$ cat src/rtl/cmd_parser.sv
// cmd_parser: ASCII front end for the stream calculator.
// Parses decimal operands (0..255) and operator characters from a byte
// stream and turns them into single-cycle command strobes for the
// calculator. Malformed tokens raise a one-cycle error strobe instead.
//
// Ports:
//   clk       system clock, rising edge
//   rst       asynchronous active-high reset
//   rx_data   ASCII character
//   rx_valid  rx_data valid this cycle
//   rx_ready  parser accepts a character this cycle (low only in OPQ)
//   apply     one-cycle command strobe
//   op        opcode: 0 add, 1 sub, 2 mul, 3 div, 4 fdiv, 5 push, 6 pop
//   in        push operand (0 for every other opcode)
//   err       one-cycle error strobe
//   err_code  1 = illegal character, 2 = number exceeds 255
module cmd_parser (
  input  logic       clk,
  input  logic       rst,
  input  logic [7:0] rx_data,
  input  logic       rx_valid,
  output logic       rx_ready,
  output logic       apply,
  output logic [2:0] op,
  output logic [7:0] in,
  output logic       err,
  output logic [1:0] err_code
);

  typedef enum logic [1:0] {
    S_IDLE = 2'd0,
    S_NUM  = 2'd1,
    S_OPQ  = 2'd2,
    S_SKIP = 2'd3
  } state_t;

  localparam logic [2:0] OP_PUSH = 3'd5;

  state_t      state_r, state_s;
  logic [11:0] acc_r, acc_s;
  logic [2:0]  opq_r, opq_s;
  logic        rx_ready_r, rx_ready_s;
  logic        apply_r, apply_s;
  logic [2:0]  op_r, op_s;
  logic [7:0]  in_r, in_s;
  logic        err_r, err_s;
  logic [1:0]  err_code_r, err_code_s;

  logic        accept_s;
  logic        is_digit_s;
  logic        is_delim_s;
  logic        is_oper_s;
  logic [2:0]  oper_s;
  logic [3:0]  digit_s;
  logic [11:0] acc_next_s;

  assign rx_ready = rx_ready_r;
  assign apply    = apply_r;
  assign op       = op_r;
  assign in       = in_r;
  assign err      = err_r;
  assign err_code = err_code_r;

  assign accept_s = rx_valid & rx_ready_r;

  // Character classification and decimal accumulate step.
  always_comb begin
    is_delim_s = 1'b0;
    is_oper_s  = 1'b0;
    oper_s     = 3'd0;
    digit_s    = rx_data[3:0];
    if ((rx_data >= 8'h30) && (rx_data <= 8'h39)) begin
      is_digit_s = 1'b1;
    end else begin
      is_digit_s = 1'b0;
    end
    case (rx_data)
      8'h20, 8'h0A, 8'h0D: is_delim_s = 1'b1;
      8'h2B: begin is_oper_s = 1'b1; oper_s = 3'd0; end
      8'h2D: begin is_oper_s = 1'b1; oper_s = 3'd1; end
      8'h2A: begin is_oper_s = 1'b1; oper_s = 3'd2; end
      8'h2F: begin is_oper_s = 1'b1; oper_s = 3'd3; end
      8'h66: begin is_oper_s = 1'b1; oper_s = 3'd4; end
      8'h70: begin is_oper_s = 1'b1; oper_s = 3'd6; end
      default: begin
        is_delim_s = 1'b0;
        is_oper_s  = 1'b0;
      end
    endcase
    // acc never exceeds 255 while held, so acc*10+9 always fits in 12 bits.
    acc_next_s = (acc_r * 12'd10) + {8'd0, digit_s};
  end

  // Next-state and registered-output decode.
  always_comb begin
    state_s    = state_r;
    acc_s      = acc_r;
    opq_s      = opq_r;
    apply_s    = 1'b0;
    op_s       = 3'd0;
    in_s       = 8'd0;
    err_s      = 1'b0;
    err_code_s = 2'd0;
    case (state_r)
      S_IDLE: begin
        if (accept_s) begin
          if (is_digit_s) begin
            acc_s   = {8'd0, digit_s};
            state_s = S_NUM;
          end else if (is_oper_s) begin
            apply_s = 1'b1;
            op_s    = oper_s;
          end else if (is_delim_s) begin
            state_s = S_IDLE;
          end else begin
            err_s      = 1'b1;
            err_code_s = 2'd1;
          end
        end else begin
          state_s = S_IDLE;
        end
      end
      S_NUM: begin
        if (accept_s) begin
          if (is_digit_s) begin
            if (acc_next_s > 12'd255) begin
              err_s      = 1'b1;
              err_code_s = 2'd2;
              acc_s      = 12'd0;
              state_s    = S_SKIP;
            end else begin
              acc_s = acc_next_s;
            end
          end else if (is_delim_s) begin
            apply_s = 1'b1;
            op_s    = OP_PUSH;
            in_s    = acc_r[7:0];
            acc_s   = 12'd0;
            state_s = S_IDLE;
          end else if (is_oper_s) begin
            // Push now; the operator follows one cycle later from OPQ.
            apply_s = 1'b1;
            op_s    = OP_PUSH;
            in_s    = acc_r[7:0];
            acc_s   = 12'd0;
            opq_s   = oper_s;
            state_s = S_OPQ;
          end else begin
            err_s      = 1'b1;
            err_code_s = 2'd1;
            acc_s      = 12'd0;
            state_s    = S_SKIP;
          end
        end else begin
          state_s = S_NUM;
        end
      end
      S_OPQ: begin
        apply_s = 1'b1;
        op_s    = opq_r;
        opq_s   = 3'd0;
        state_s = S_IDLE;
      end
      S_SKIP: begin
        if (accept_s) begin
          if (is_delim_s) begin
            state_s = S_IDLE;
          end else if (is_oper_s) begin
            apply_s = 1'b1;
            op_s    = oper_s;
            state_s = S_IDLE;
          end else begin
            state_s = S_SKIP;
          end
        end else begin
          state_s = S_SKIP;
        end
      end
      default: begin
        state_s = S_IDLE;
        acc_s   = 12'd0;
        opq_s   = 3'd0;
      end
    endcase
    // Ready is registered from the next state so it is glitch-free.
    rx_ready_s = (state_s != S_OPQ);
  end

  // State, accumulator and output registers.
  always_ff @(posedge clk or posedge rst) begin
    if (rst) begin
      state_r    <= S_IDLE;
      acc_r      <= 12'd0;
      opq_r      <= 3'd0;
      rx_ready_r <= 1'b1;
      apply_r    <= 1'b0;
      op_r       <= 3'd0;
      in_r       <= 8'd0;
      err_r      <= 1'b0;
      err_code_r <= 2'd0;
    end else begin
      state_r    <= state_s;
      acc_r      <= acc_s;
      opq_r      <= opq_s;
      rx_ready_r <= rx_ready_s;
      apply_r    <= apply_s;
      op_r       <= op_s;
      in_r       <= in_s;
      err_r      <= err_s;
      err_code_r <= err_code_s;
    end
  end

endmodule
$ cat config.mk
export PLATFORM = sky130hd
export DESIGN_NAME = cmd_parser
export DESIGN_NICKNAME = d
export VERILOG_FILES = /design/src/rtl/cmd_parser.sv
export SDC_FILE = /design/constraint.sdc
export NUM_CORES = 1
export LEC_CHECK = 0
export BUFFER_PORTS_ARGS = -buffer_cell sky130_fd_sc_hd__buf_4
export CORE_AREA = 2 2 89 91
export CTS_CLUSTER_SIZE = 16
export DETAILED_ROUTE_END_ITERATION = 8
export DIE_AREA = 0 0 91 93
export HOLD_SLACK_MARGIN = 0.1
export PLACE_DENSITY_LB_ADDON = 0.05
export SYNTH_ARGS = -nofsm -noshare
export SYNTH_HDL_FRONTEND = slang
export SYNTH_SLANG_ARGS = --single-unit
$ cat constraint.sdc
create_clock -name clk -period 3.6 [get_ports clk]
set_input_delay 0.54 -clock clk [delete_from_list [all_inputs] [get_ports clk]]
set_output_delay 0.54 -clock clk [all_outputs]
set_load 0.01 [all_outputs]
# Yosys cells after proc, flatten, opt, wreduce, memory -nomap -nowiden
# Index checks and enable logic that the tools add are counted.
# classes
addsub	1
reduce_logical	8
muxes	72
order_cmp	3
n_eq_ne	19
bitwise	1
n_mul	1
# op_table
operator	n
$mux 12	5
$eq 8x6->1 const B	5
$mux 8	5
$mux 3	13
$mux 2	14
$mux 1	27
$pmux 12 s2	1
$eq 8x4->1 const B	2
$eq 8x7->1 const B	2
$pmux 3 s5	1
$ne 2x2->1 const B	7
$add 12x4->12	1
$gt 12x8->1 const B	1
$mul 12x3->11 const B	1
$pmux 3 s4	1
$ge 8x6->1 const B	1
$le 8x6->1 const B	1
$pmux 2 s4	1
$pmux 3 s2	1
$reduce_or 6->1	1
$reduce_and 5->1	1
$eq 2x2->1 const B	2
$pmux 1 s4	1
$pmux 2 s2	1
8 further kinds	9
# word_totals
in_bits	11
word_cells	114
register_bits	33
output_inout_bits	16

# Logic depth before layout (Yosys ltp)
# logic_depth
ltp_word	9
ltp_mapped	10
ltp_nobuf	10

# Least setup slack after synthesis
# No wires, ideal clock.
# synth_timing
path_kind	register to register
start	register acc_r[1]
end	register acc_r[4]
stages_incl_launch_ff	11
t_arrival_ns	2.587
path_slack_ns	0.892
path_buffers	0
setup_time_ns	0.122
t_required_ns	3.478
period_less_slack_ns	2.708
cell_sequence	dfrtp_1 > ha_1 > ha_1 > fa_1 > a211oi_1 > nor2_1 > xor2_1 > and3_1 > o21ai_1 > o21ai_2 > a32o_1
# synth_via
elab_chain_cells	7
# synth_rtl
element	line_no	rtl
from (decl)	40	logic [11:0] acc_r, acc_s;
from (signal assigned)	203	acc_r <= acc_s;
$mul 12x3->11 *	91	acc_next_s = (acc_r * 12'd10) + {8'd0, digit_s};
$add 12x4->12 *	91	
$gt 12x8->1	126	if (acc_next_s > 12'd255) begin
$mux 12 *	126	
$mux 12 *	125	if (is_digit_s) begin
$mux 12 *	124	if (accept_s) begin
$pmux 12 s2 *	104	case (state_r)
# Mark *: on every way between the ends. The rest lies on a longest branch, timed or not. The select of a mux whose other input is x is not followed.
# A chain may end at the register's enable or synchronous reset.

# Worst setup path after layout
# Same ends and word-level chain as after synthesis.

==> impl_results.md <==
- Post CTS Setup Buffer Count: 0
- Initial antenna violation count: 0
- PortBufs: 26
- Status: complete, no violations
- Compound-Gate Fraction of Synth Area: 19.3%
- Critical R2R Capture: acc_r[4]
- First-pass GRT wire length: 9.31 mm
- Fin crit share: 83.0%
- Synth warn: 0
- HP Class: input pin to async pin
- Crit path DAT: 3.21 ns
- Fillcell total: 828
- Placed cells: 349
- Register area share after synthesis: 36.5%
- Worst skew pair latency: 0.29 ns
- Count leader, synth: dfrtp_1
- Post-route DRC: 0
- Largest net degree at the start of global routing: 33
- Mean number of vias per cell: 4.94
- Synth Area in XOR/XNOR: 3.19%
- Fin. max-slew vios: 0
- Synth Area in Adders: 12.5%
- Post-route antenna net violation count: 0
- Final setup fails: 0
- CORE AREA: 7530 µm²
- H-Tree Depth: 2
- Cell Pwr Density: 516 nW/µm²
- Distinct cells, synth: 64
- Asr flop ratio synth: 100%
- 1st-iter DRT viols: 68
- Drt pass-1 iters: 4
- Max VDD drop: 0.165 mV
- CTS tree: done
- Unrepaired setup endpoints after global routing: false
- CTS clock-pin slew for the worst setup and hold paths: 0.07 ns
- Hpwl dp: 3.98 mm
- NumNets Final: 285
- Top cells by count, synth: dfrtp_1 (31), nor2_1 (20), ha_1 (18)
- Post-Syn Nets: 258
- R2R cell count: 9
- Worst-path fanout max: 10
- Top cell type's share of synthesized area: 35.3%
- Slew @ Worst Pin: 0.662 ns
- Total grt overflow: 0
- R2R setup slack: 0.61 ns
- CP cell instances: ha_1, ha_1, fa_1, a211oi_1, nor2_1, xor2_1, nand4_1, o21ai_2, a32o_1
- Max Clk Rate: 335 MHz
- DIE HEIGHT: 93 µm
- Tmin final: 2.99 ns
- Antenna Cells: 0
- LEAKAGE: 0.00125 µW
- CP endpoint kind: flop
- Critical Path RT: 3.83 ns
- Area Growth Syn to Fin: 17.5%
- Setup CP Type: flop to flop
- Routed vias: 1,764
- Crit-path most repeated cell: ha_1
- Clk sink count: 32
- Footprint of the multi-input gates: 1320 µm²
- #FFs+latches synth: 32
- GPL Wtd Cong: 0.726
- Die area: 8460 µm²
- Startpoint Class: flop
- # IOs: 27
- FF-to-FF Start: acc_r[1]
- Post-Synth Simple-Gate Area: 24.7%
- Top FF cell, synth: dfrtp_1
- Final cell count without fillers: 357
- Die W: 91 µm
- Share of cells above drive strength 1: 24.3%
- Initial Util: 29.2%
- Setup TNS: 0 ns
- Post-synth EDFFs: 0
- Mux cell area share after synthesis: 0.456%
- CTS root buffer: clkbuf_8
- Crit path max-delay cell type: dfrtp_1
- Fin Hold WS: 0.339 ns
- Largest family of logic cells by synthesized area: simple AND/OR/NAND/NOR gates
- Max incr delay on CP: 0.44 ns
- Max cap viols: 0
- Clock tree buffer depth: 2
- Fin. Hold Viols: 0
- Gate Count Post-Synth: 227
- PostCTS Resize Cnt: 0
- Rows: 32
- Synth area leaders: dfrtp_1 (35%), ha_1 (10%), nor2_1 (3.4%), and3_2 (3.1%), o21ai_0 (3.0%)
- FF+latch area: 802 µm²
- CTS Buf Count: 5
- DRT Wirelength: 5.39 mm
- Layout Skew: 0.00800 ns
- Gr usage total: 13.9%
- Synth Cell Area: 2190 µm²
- Post-Syn Area per Cell: 9.67 µm²
- Routed wire length per instance: 15.1 µm
- Slew margin rel.: 55.7%
- Yosys top cell by area: dfrtp_1
- CTS Hold Buffers Added: 0
- Vias in the first global route: 1,760
## critical path: cells and delay by family, from the launching register on
family                   cells  cell delay, ns
adder cells (fa/ha/maj)      3            0.97
AO/OA/AOI/OAI                3            1.01
XOR/XNOR                     1            0.25
flip-flops                   1            0.44
AND/OR/NAND/NOR              2            0.24
## state kept, by name (all words and copies together), names as in the netlist
signal    count
rx_ready      1
err_code      2
acc_r        11
apply         1
state_r       2
opq_r         3
op            3
err           1
in            8
## power by group
group | switching [µW] | leakage [µW] | internal [µW]
Clock | 142 | 0.0000445 | 155
Combinational | 300 | 0.000771 | 241
Sequential | 78.6 | 0.000431 | 412
Total | 521 | 0.00125 | 808
## through the flow
step	power (µW)	setup WS (ns)	cell area [µm²]	utilization (%)
after floorplan	886	0.892	2190	-
final	1330	0.612	2580	34.3
after detailed placement	1060	0.585	2480	33.0
after CTS	1350	0.551	2580	34.3
after global routing	1450	0.353	2580	34.3
after global placement	1050	0.624	2480	33.0
## area by class of cell
cell class	instances	area share (%)
multi-input cells	181	51.3
flip-flops and latches	32	31.1
repair buffers	28	8.15
well taps	102	4.95
clock buffers	7	3.35
inverters	6	0.873
clock inverters	1	0.291
## cell usage in the layout (no fill, tap or decap), types with 6 or more instances in the layout
| cell | Yosys | routed |
|---|---|---|
| dfrtp_1 | 31 | 31 |
| buf_4 | 0 | 28 |
| and3_2 | 9 | 9 |
| nand2_1 | 14 | 14 |
| o21ai_0 | 13 | 13 |
| nor2_1 | 20 | 20 |
| nor3_1 | 7 | 7 |
| a21oi_1 | 8 | 8 |
| clkbuf_8 | 0 | 6 |
| inv_1 | 6 | 6 |
| ha_1 | 18 | 18 |
## kinds of logic (layout without fill, tap and decap cells)
group                      after synthesis  count (layout)
AOI/OAI and AO/OA                       59              59
xor gates and xnor gates                 8               8
adders and majority gates               21              21
buffers and inverters                   14              42
DFF                                     32              32
muxes                                    1               1
and+or+nand+nor                         92              92
## how the worst max path moves through the flow
| stage | startpoint | slack, ns | to |
|---|---|---|---|
| 2_1_floorplan | acc_r[1] | 0.89 | acc_r[4] |
| 3_3_place_gp | acc_r[1] | 0.62 | acc_r[4] |
| 3_5_place_dp | acc_r[1] | 0.59 | acc_r[4] |
| 4_1_cts | acc_r[1] | 0.55 | acc_r[4] |
| 5_1_grt | acc_r[1] | 0.35 | acc_r[4] |
| 6_report | acc_r[1] | 0.61 | acc_r[4] |
## metal layers
| metal | global-route usage (%) | up-vias | wire, µm |
|---|---|---|---|
| met1 | 20.4 | 828 | 2800 |
| met3 | 3.38 | 6 | 209 |
| li1 | - | 893 | - |
| met4 | 3.28 | 0 | 68 |
| met5 | 0 | - | 0 |
| met2 | 20.6 | 37 | 2310 |
Note: power is estimated with default switching activity, not from simulation.
